### src/rtl/dmem_arb_pkg.sv
// Shared definitions for the data-memory port arbiter: FSM encoding, counter width, data width.
package dmem_arb_pkg;

    localparam logic [0:0] ARB_IDLE  = 1'b0;
    localparam logic [0:0] HOST_WAIT = 1'b1;

    localparam int FORCE_CNT_WID = 16;

    // Each residue domain contributes one byte to the data word.
    function automatic int data_wid(input int num_domains);
        return num_domains * 8;
    endfunction

endpackage

### src/rtl/dmem_port_arbiter_sat_counter.sv
// Saturating up-counter with synchronous clear; holds at all-ones instead of wrapping.
module sat_counter #(
    parameter int WID = 16
) (
    input  logic           clk,
    input  logic           reset,
    input  logic           inc,
    input  logic           clr,
    output logic [WID-1:0] count
);

    always_ff @(posedge clk) begin
        if (reset || clr) begin
            count <= '0;
        end else if (inc && (count != {WID{1'b1}})) begin
            count <= count + WID'(1);
        end
    end

endmodule

### src/rtl/dmem_port_arbiter.sv
// Shares the data memory between the pipeline (priority) and a host port; a host request
// blocked for MAX_WAIT busy cycles takes one memory cycle and stalls the pipeline for it.
module dmem_port_arbiter
    import dmem_arb_pkg::*;
#(
    parameter int NUM_DOMAINS   = 1,
    parameter int DMEM_ADDR_WID = 8,
    parameter int MAX_WAIT      = 4,
    localparam int DW           = data_wid(NUM_DOMAINS)
) (
    input  logic                     clk,
    input  logic                     reset,
    input  logic                     pl_rd_en,
    input  logic                     pl_wr_en,
    input  logic [DMEM_ADDR_WID-1:0] pl_addr,
    input  logic [DW-1:0]            pl_wdata,
    output logic                     pl_stall,
    output logic [DW-1:0]            pl_rdata,
    input  logic                     host_req_valid,
    input  logic                     host_req_we,
    input  logic [DMEM_ADDR_WID-1:0] host_addr,
    input  logic [DW-1:0]            host_wdata,
    output logic                     host_req_ready,
    output logic                     host_rsp_valid,
    output logic [DW-1:0]            host_rsp_data,
    output logic                     mem_en,
    output logic                     mem_we,
    output logic [DMEM_ADDR_WID-1:0] mem_addr,
    output logic [DW-1:0]            mem_wdata,
    input  logic [DW-1:0]            mem_dout,
    output logic [FORCE_CNT_WID-1:0] force_count
);

    localparam logic [3:0] WAIT_LIMIT = 4'(MAX_WAIT);

    logic [0:0] state;
    logic [3:0] wait_cnt;
    logic       pl_busy;
    logic       force_grant;
    logic       host_grant;

    always_comb begin
        pl_busy     = pl_rd_en | pl_wr_en;
        force_grant = !reset && (state == HOST_WAIT) && (wait_cnt == WAIT_LIMIT) && pl_busy;
        host_grant  = !reset && host_req_valid && (!pl_busy || force_grant);
    end

    // Memory command is a pure mux so the pipeline sees no added latency.
    always_comb begin
        pl_stall       = force_grant;
        host_req_ready = host_grant;
        mem_en         = 1'b0;
        mem_we         = 1'b0;
        mem_addr       = '0;
        mem_wdata      = '0;
        if (!reset) begin
            mem_en = host_grant | pl_busy;
            if (host_grant) begin
                mem_we    = host_req_we;
                mem_addr  = host_addr;
                mem_wdata = host_wdata;
            end else begin
                mem_we    = pl_wr_en;
                mem_addr  = pl_addr;
                mem_wdata = pl_wdata;
            end
        end
    end

    assign pl_rdata      = mem_dout;
    assign host_rsp_data = mem_dout;

    always_ff @(posedge clk) begin
        if (reset) begin
            state          <= ARB_IDLE;
            wait_cnt       <= 4'd0;
            host_rsp_valid <= 1'b0;
        end else begin
            host_rsp_valid <= host_grant & !host_req_we;
            if (state == ARB_IDLE) begin
                if (host_req_valid && pl_busy) begin
                    state    <= HOST_WAIT;
                    wait_cnt <= 4'd1;
                end
            end else begin
                // Leaves on any grant (idle pipeline or forced) or if the host withdrew.
                if (!host_req_valid || host_grant) begin
                    state    <= ARB_IDLE;
                    wait_cnt <= 4'd0;
                end else begin
                    wait_cnt <= wait_cnt + 4'd1;
                end
            end
        end
    end

    sat_counter #(
        .WID(FORCE_CNT_WID)
    ) u_force_cnt (
        .clk  (clk),
        .reset(reset),
        .inc  (force_grant),
        .clr  (1'b0),
        .count(force_count)
    );

endmodule

### config.mk
export PLATFORM = sky130hd
export DESIGN_NAME = dmem_port_arbiter
export DESIGN_NICKNAME = d
export VERILOG_FILES = /design/src/rtl/dmem_arb_pkg.sv /design/src/rtl/dmem_port_arbiter_sat_counter.sv /design/src/rtl/dmem_port_arbiter.sv
export SDC_FILE = /design/constraint.sdc
export NUM_CORES = 1
export LEC_CHECK = 0
export ABC_AREA = 1
export BUFFER_PORTS_ARGS = -buffer_cell sky130_fd_sc_hd__buf_2
export CORE_MARGIN = 5
export CORE_UTILIZATION = 40
export DETAILED_ROUTE_END_ITERATION = 8
export MAX_ROUTING_LAYER = met4
export PLACE_DENSITY = 0.77
export SLEW_MARGIN = 20
export SYNTH_ARGS = -nofsm -noshare
export SYNTH_HDL_FRONTEND = slang
export SYNTH_HIERARCHICAL = 1
export SYNTH_SLANG_ARGS = --single-unit
### constraint.sdc
create_clock -name clk -period 1.7 [get_ports clk]
set_input_delay 0.085 -clock clk [delete_from_list [all_inputs] [get_ports clk]]
set_output_delay 0.085 -clock clk [all_outputs]
set_load 0.005 [all_outputs]
Word-level counts from Yosys, hierarchy flattened

Cells that the tools add are included.

Input port bits: 46
Output and inout bits: 53
Logic and storage cells: 38
Flip-flop bits (word level): 22

$add $sub $neg: 2
Reduce and logical (&&, ||, !) cells: 14
Bitwise gates (word level): 3
Equal/unequal tests: 2
Mux-type cells: 13

Operator list:

| operator                | count |
|---|---|
| $mux W8                 | 4 |
| $add A16 B1 Y16 const B | 1 |
| $ne A16 B16 Y1 const B  | 1 |
| $mux W4                 | 3 |
| $logic_and A1 B1 Y1     | 7 |
| $mux W1                 | 6 |
| $add A4 B1 Y4 const B   | 1 |
| $eq A4 B3 Y1 const B    | 1 |
| $logic_not A1 Y1        | 4 |
| $logic_or A1 B1 Y1      | 2 |
| $or A1 B1 Y1            | 2 |
| $reduce_bool A2 Y1      | 1 |
| $and A1 B1 Y1           | 1 |

Depth between registers and ports, before layout

Depth in word-level cells: 9
Depth in mapped cells: 14
Depth with buffers taken out: 14

Cells and area by module

The synthesis kept the hierarchy.

Modules (own cells, without submodules):

| module            | sequential area each (µm²) | area each (µm²) | instances | cells an instance |
|---|---|---|---|---|
| sat_counter       | 320.3                      | 950.9           | 1         | 149 |
| dmem_port_arbiter | 120.1                      | 737.0           | 1         | 125 |

Worst setup path after synthesis

OpenSTA, ideal clock, no wires.

Path type: reg2reg
Start point: register wait_cnt[0]
End point: register u_force_cnt.count[14]
Required time: 1.585 ns
Path slack: -0.095 ns
Data arrival time: 1.680 ns
Path buffers: 0
Clock period less this slack: 1.795 ns
Library setup time: 0.115 ns
Cell stages (with the launch flop): 14
Cell sequence: dfxtp_1 > inv_1 > ha_1 > nand2_1 > inv_1 > nand3_2 > nor2_1 > inv_2 > nor2_2 > nand2_1 > nor2_1 > nand3_1 > nand2_1 > nor2_1

Word-level cells in the longest chain between the ends: 4

RTL lines:

| what                              | RTL line                            | source |
|---|---|---|
| start: declaration                | dmem_port_arbiter.sv:37             | `logic [3:0] wait_cnt;` |
| start signal: assignment          | dmem_port_arbiter.sv:91             | `wait_cnt <= wait_cnt + 4'd1;` |
| $eq A4 B3 Y1                      | dmem_port_arbiter.sv:44             | `force_grant = !reset && (state == HOST_WAIT) && (wait_cnt == WAIT_LIMIT) && pl_busy;` |
| $logic_and A1 B1 Y1 (2 in series) | dmem_port_arbiter.sv:44             |  |
| net pl_stall                      | dmem_port_arbiter.sv:17             | `output logic pl_stall,` |
| $logic_and A1 B1 Y1               | dmem_port_arbiter_sat_counter.sv:15 | `end else if (inc && (count != {WID{1'b1}})) begin` |
| end signal: assignment            | dmem_port_arbiter_sat_counter.sv:16 | `count <= count + WID'(1);` |
| end: declaration                  | dmem_port_arbiter_sat_counter.sv:9  | `output logic [WID-1:0] count` |

The timed path passes the listed nets, and every way through them passes these cells.
A chain may end at the register's enable or synchronous reset.

Worst setup path after layout

Start point: register wait_cnt[0]
End point: output mem_addr[6]

Word-level cells in the longest chain between the ends: 7

RTL lines:

| what                              | RTL line                | source |
|---|---|---|
| $eq A4 B3 Y1                      | dmem_port_arbiter.sv:44 |  |
| $logic_and A1 B1 Y1 (2 in series) | dmem_port_arbiter.sv:44 |  |
| $logic_or A1 B1 Y1                | dmem_port_arbiter.sv:45 | `host_grant = !reset && host_req_valid && (!pl_busy \|\| force_grant);` |
| $logic_and A1 B1 Y1               | dmem_port_arbiter.sv:45 |  |
| $mux W8                           | dmem_port_arbiter.sv:58 | `if (host_grant) begin` |
| $mux W8                           | dmem_port_arbiter.sv:56 | `if (!reset) begin` |
| end: declaration                  | dmem_port_arbiter.sv:28 | `output logic [DMEM_ADDR_WID-1:0] mem_addr,` |

Every way passes these cells.

==> flow_summary.json <==
{
  "grt_pass1_vias": 1853,
  "worst_slew_pin_slew_ns": 0.5844,
  "vias": 1907,
  "power.share.clock_pct": 40.1,
  "cp_data_required_time_ns": 1.62,
  "wl_per_cell_um": 11.74,
  "hp-start": "reset",
  "start_kind": "flip-flop",
  "place_area_mm2": 0.002004,
  "synth_seq_cells": 22,
  "startpoint": "wait_cnt[0]$_SDFFE_PP0P_",
  "antenna_found_initial": 0,
  "r2r-start": "wait_cnt[0]$_SDFFE_PP0P_",
  "vias_per_cell": 4.828,
  "async_flop_share_pct": 0,
  "fmax_ghz": 0.5889,
  "yosys_warnings": 6,
  "num_io_pins": 99,
  "start_util_pct": 41.60,
  "die_w_um": 74.96,
  "yosys.cell_types.count": 29,
  "first_pass_iters": 4,
  "hold_depth": 2,
  "synth.avg_cell_area_um2": 6.160,
  "grt_overflow": 0,
  "clock_latency_ns": 0.26,
  "grt_first_pass_wirelength_um": 7521,
  "finalCriticalPeriod_ns": 1.698,
  "drc": 0,
  "n_antenna_cell": 0,
  "dieArea_mm2": 0.005619,
  "swShare_pct": 23.37,
  "critical_path.slowest_cell": "dfxtp_2",
  "p_int_uw": 937.3,
  "htree_levels": 1,
  "hold_path_class": "primary input to flip-flop",
  "portBuffers": 74,
  "synth_edf_count": 0,
  "fin_hold_ws_ns": 0.08684,
  "postRouteAntennaNets": 0,
  "maxSlewViolCount": 0,
  "place_inst": 383,
  "fp.dieH_um": 74.96,
  "irDropWorstVdd_uv": 288.1,
  "ys_seq_area_share_pct": 26.09,
  "fp-row-count": 23,
  "r2r_cells": 13,
  "fin_crit_sh_pct": 99.88,
  "cpMostUsedCell": "inv_2",
  "cts_inserted_buffers": 3,
  "synth_ff_type": "dfxtp_1",
  "clockBufferDepth": 2,
  "first_iter_violations": 77,
  "arrival_ns": 1.61,
  "fin_tns_setup_ns": 0,
  "crit_chain": "inv_2 -> ha_4 -> nand2_2 -> inv_2 -> nand3_4 -> nand2_4 -> nand2_8 -> buf_12 -> nand3_1 -> nand2_1 -> buf_2",
  "rsz0062_at_grt": "yes",
  "drive_gt1_share_pct": 40.29,
  "slew_headroom_pct": 60.90,
  "powerDensity_mw_per_mm2": 533.9,
  "grt_max_degree": 19,
  "endpoint_kind": "output port",
  "gp_congestion": 0.8907,
  "clk_pin_slew_worst_paths_ns": 0.08,
  "routed_wl_um": 4637,
  "hpwl_um": 3399,
  "cts_root_buf": "clkbuf_8",
  "num-nets-final": 395,
  "cp_max_fo": 7,
  "syn_to_final_growth_pct": 35.73,
  "setup_viol": 0,
  "grt_use_total_pct": 17.28,
  "final_cells": 395,
  "p_leak_uw": 0.001136,
  "final_area_mm2": 0.002291,
  "status": "finished, final reports clean",
  "synthCells": 274,
  "ff2ff_setup_slack_ns": 0.10,
  "clock-skew-final_ns": 0.004179,
  "core-area_mm2": 0.004058,
  "critPathMaxStageDelay_ns": 0.33,
  "syn_nets": 323,
  "combPwrFrac_pct": 17.1,
  "syn_area_mm2": 0.001688,
  "p_switching_uw": 285.9,
  "path_class": "flip-flop to output port",
  "maxCapViolCount": 0,
  "seq_power_share_pct": 42.8,
  "clkSinkCount": 22,
  "hold_viol": 0,
  "cts_tree": "built"
}
## flip-flops by register name (all words and copies together), names as in the netlist
| signal | flops |
|---|---|
| state | 1 |
| host_rsp_valid | 1 |
| wait_cnt | 4 |
| u_force_cnt/count | 16 |
## cells by family (layout without fill, tap and decap cells)
kind of cell,count (synthesis),in the layout,share of synthesized area [%]
simple gates,174,175,46.77
other cells,1,1,0.2222
buf+inv,49,119,16.31
flops,22,22,26.09
compound gates,24,24,7.858
xor+xnor,1,1,0.5190
fa+ha+maj,3,3,2.224
## cell usage in the layout (no fill, tap or decap), types with 4 or more instances in the layout
cell     count
a21oi_1     16
buf_2       74
buf_4       11
dfxtp_1     20
inv_1       19
inv_2        6
nand2_1     75
nand2_2      7
nand3_1     25
nand3_2      9
nand4_1      4
nor2_1      33
nor2_2       8
nor2_4       6
o21ai_0      4
## routing by layer
layer  GRT usage (%)  vias to the layer above  part of all wire [%]
met3           3.605                        4                   7.5
met1           20.08                      852                    41
li1                -                      994                     -
met2           29.79                       57                    50
met5               -                        -                     0
met4           5.138                        0                  0.73
## final timing paths
path,to
setup reg to reg,u_force_cnt/count[6]$_SDFFE_PP0P_
hold / removal,wait_cnt[1]$_SDFFE_PP0P_
hold reg to reg,wait_cnt[3]$_SDFFE_PP0P_
setup / recovery,mem_addr[6]
## cell type report
type	instances	area, um2
fillers	410	1767
clock buffers	3	41.29
well taps	50	62.56
multi-input cells	204	1106
repair buffers	88	494.2
clock inverters	1	30.03
flip-flops and latches	22	442.9
inverters	27	113.9
## cells in the mapped netlist, types with 4 or more instances
cell type  number  area share [%]
nand2_1        79              18
nor2_1         39             8.7
nand3_1        34              10
dfxtp_1        22              26
inv_1          22             4.9
buf_4          17             7.6
a21oi_1        16             4.7
nand2_2         4             1.5
nand4_1         4             1.5
nor2_2          4             1.5
nor2_4          4             2.7
o21ai_0         4             1.2
## worst max-delay path: cells and delay by family (launching register included)
family / cells / cell delay, ns
and+or+nand+nor: 6 / 0.45
DFF: 1 / 0.33
adders and majority gates: 1 / 0.14
buffers and inverters: 4 / 0.43
## power by group through the flow
stage	clock, uW	combinational (uW)	sequential, uW
finish	491	209	523
global route	536	234	524
floorplan	0	110	534
global placement	0	165	535
CTS	506	193	523
detailed placement	0	167	535
## metrics by stage
step | setup WS, ns | util (%) | total power (uW)
2_1_floorplan | 0.01606 | - | 644.2
3_3_place_gp | 0.1079 | 49.40 | 699.6
3_5_place_dp | 0.03077 | 49.40 | 702.3
4_1_cts | -0.003020 | 54.09 | 1222
5_1_grt | -0.1058 | 56.46 | 1293
6_report | 0.001994 | 56.46 | 1223
## timing repair
item                                    in CTS  in global routing
hold buffers                                 1                  0
resized for setup                           13                 22
pin swaps                                    3                  8
gates cloned                                 1                  0
setup buffers                                5                  1
hold endpoints to repair                     1                  0
endpoints found under the setup margin      18                 29
No activity file was read; power rests on OpenSTA's default activity.
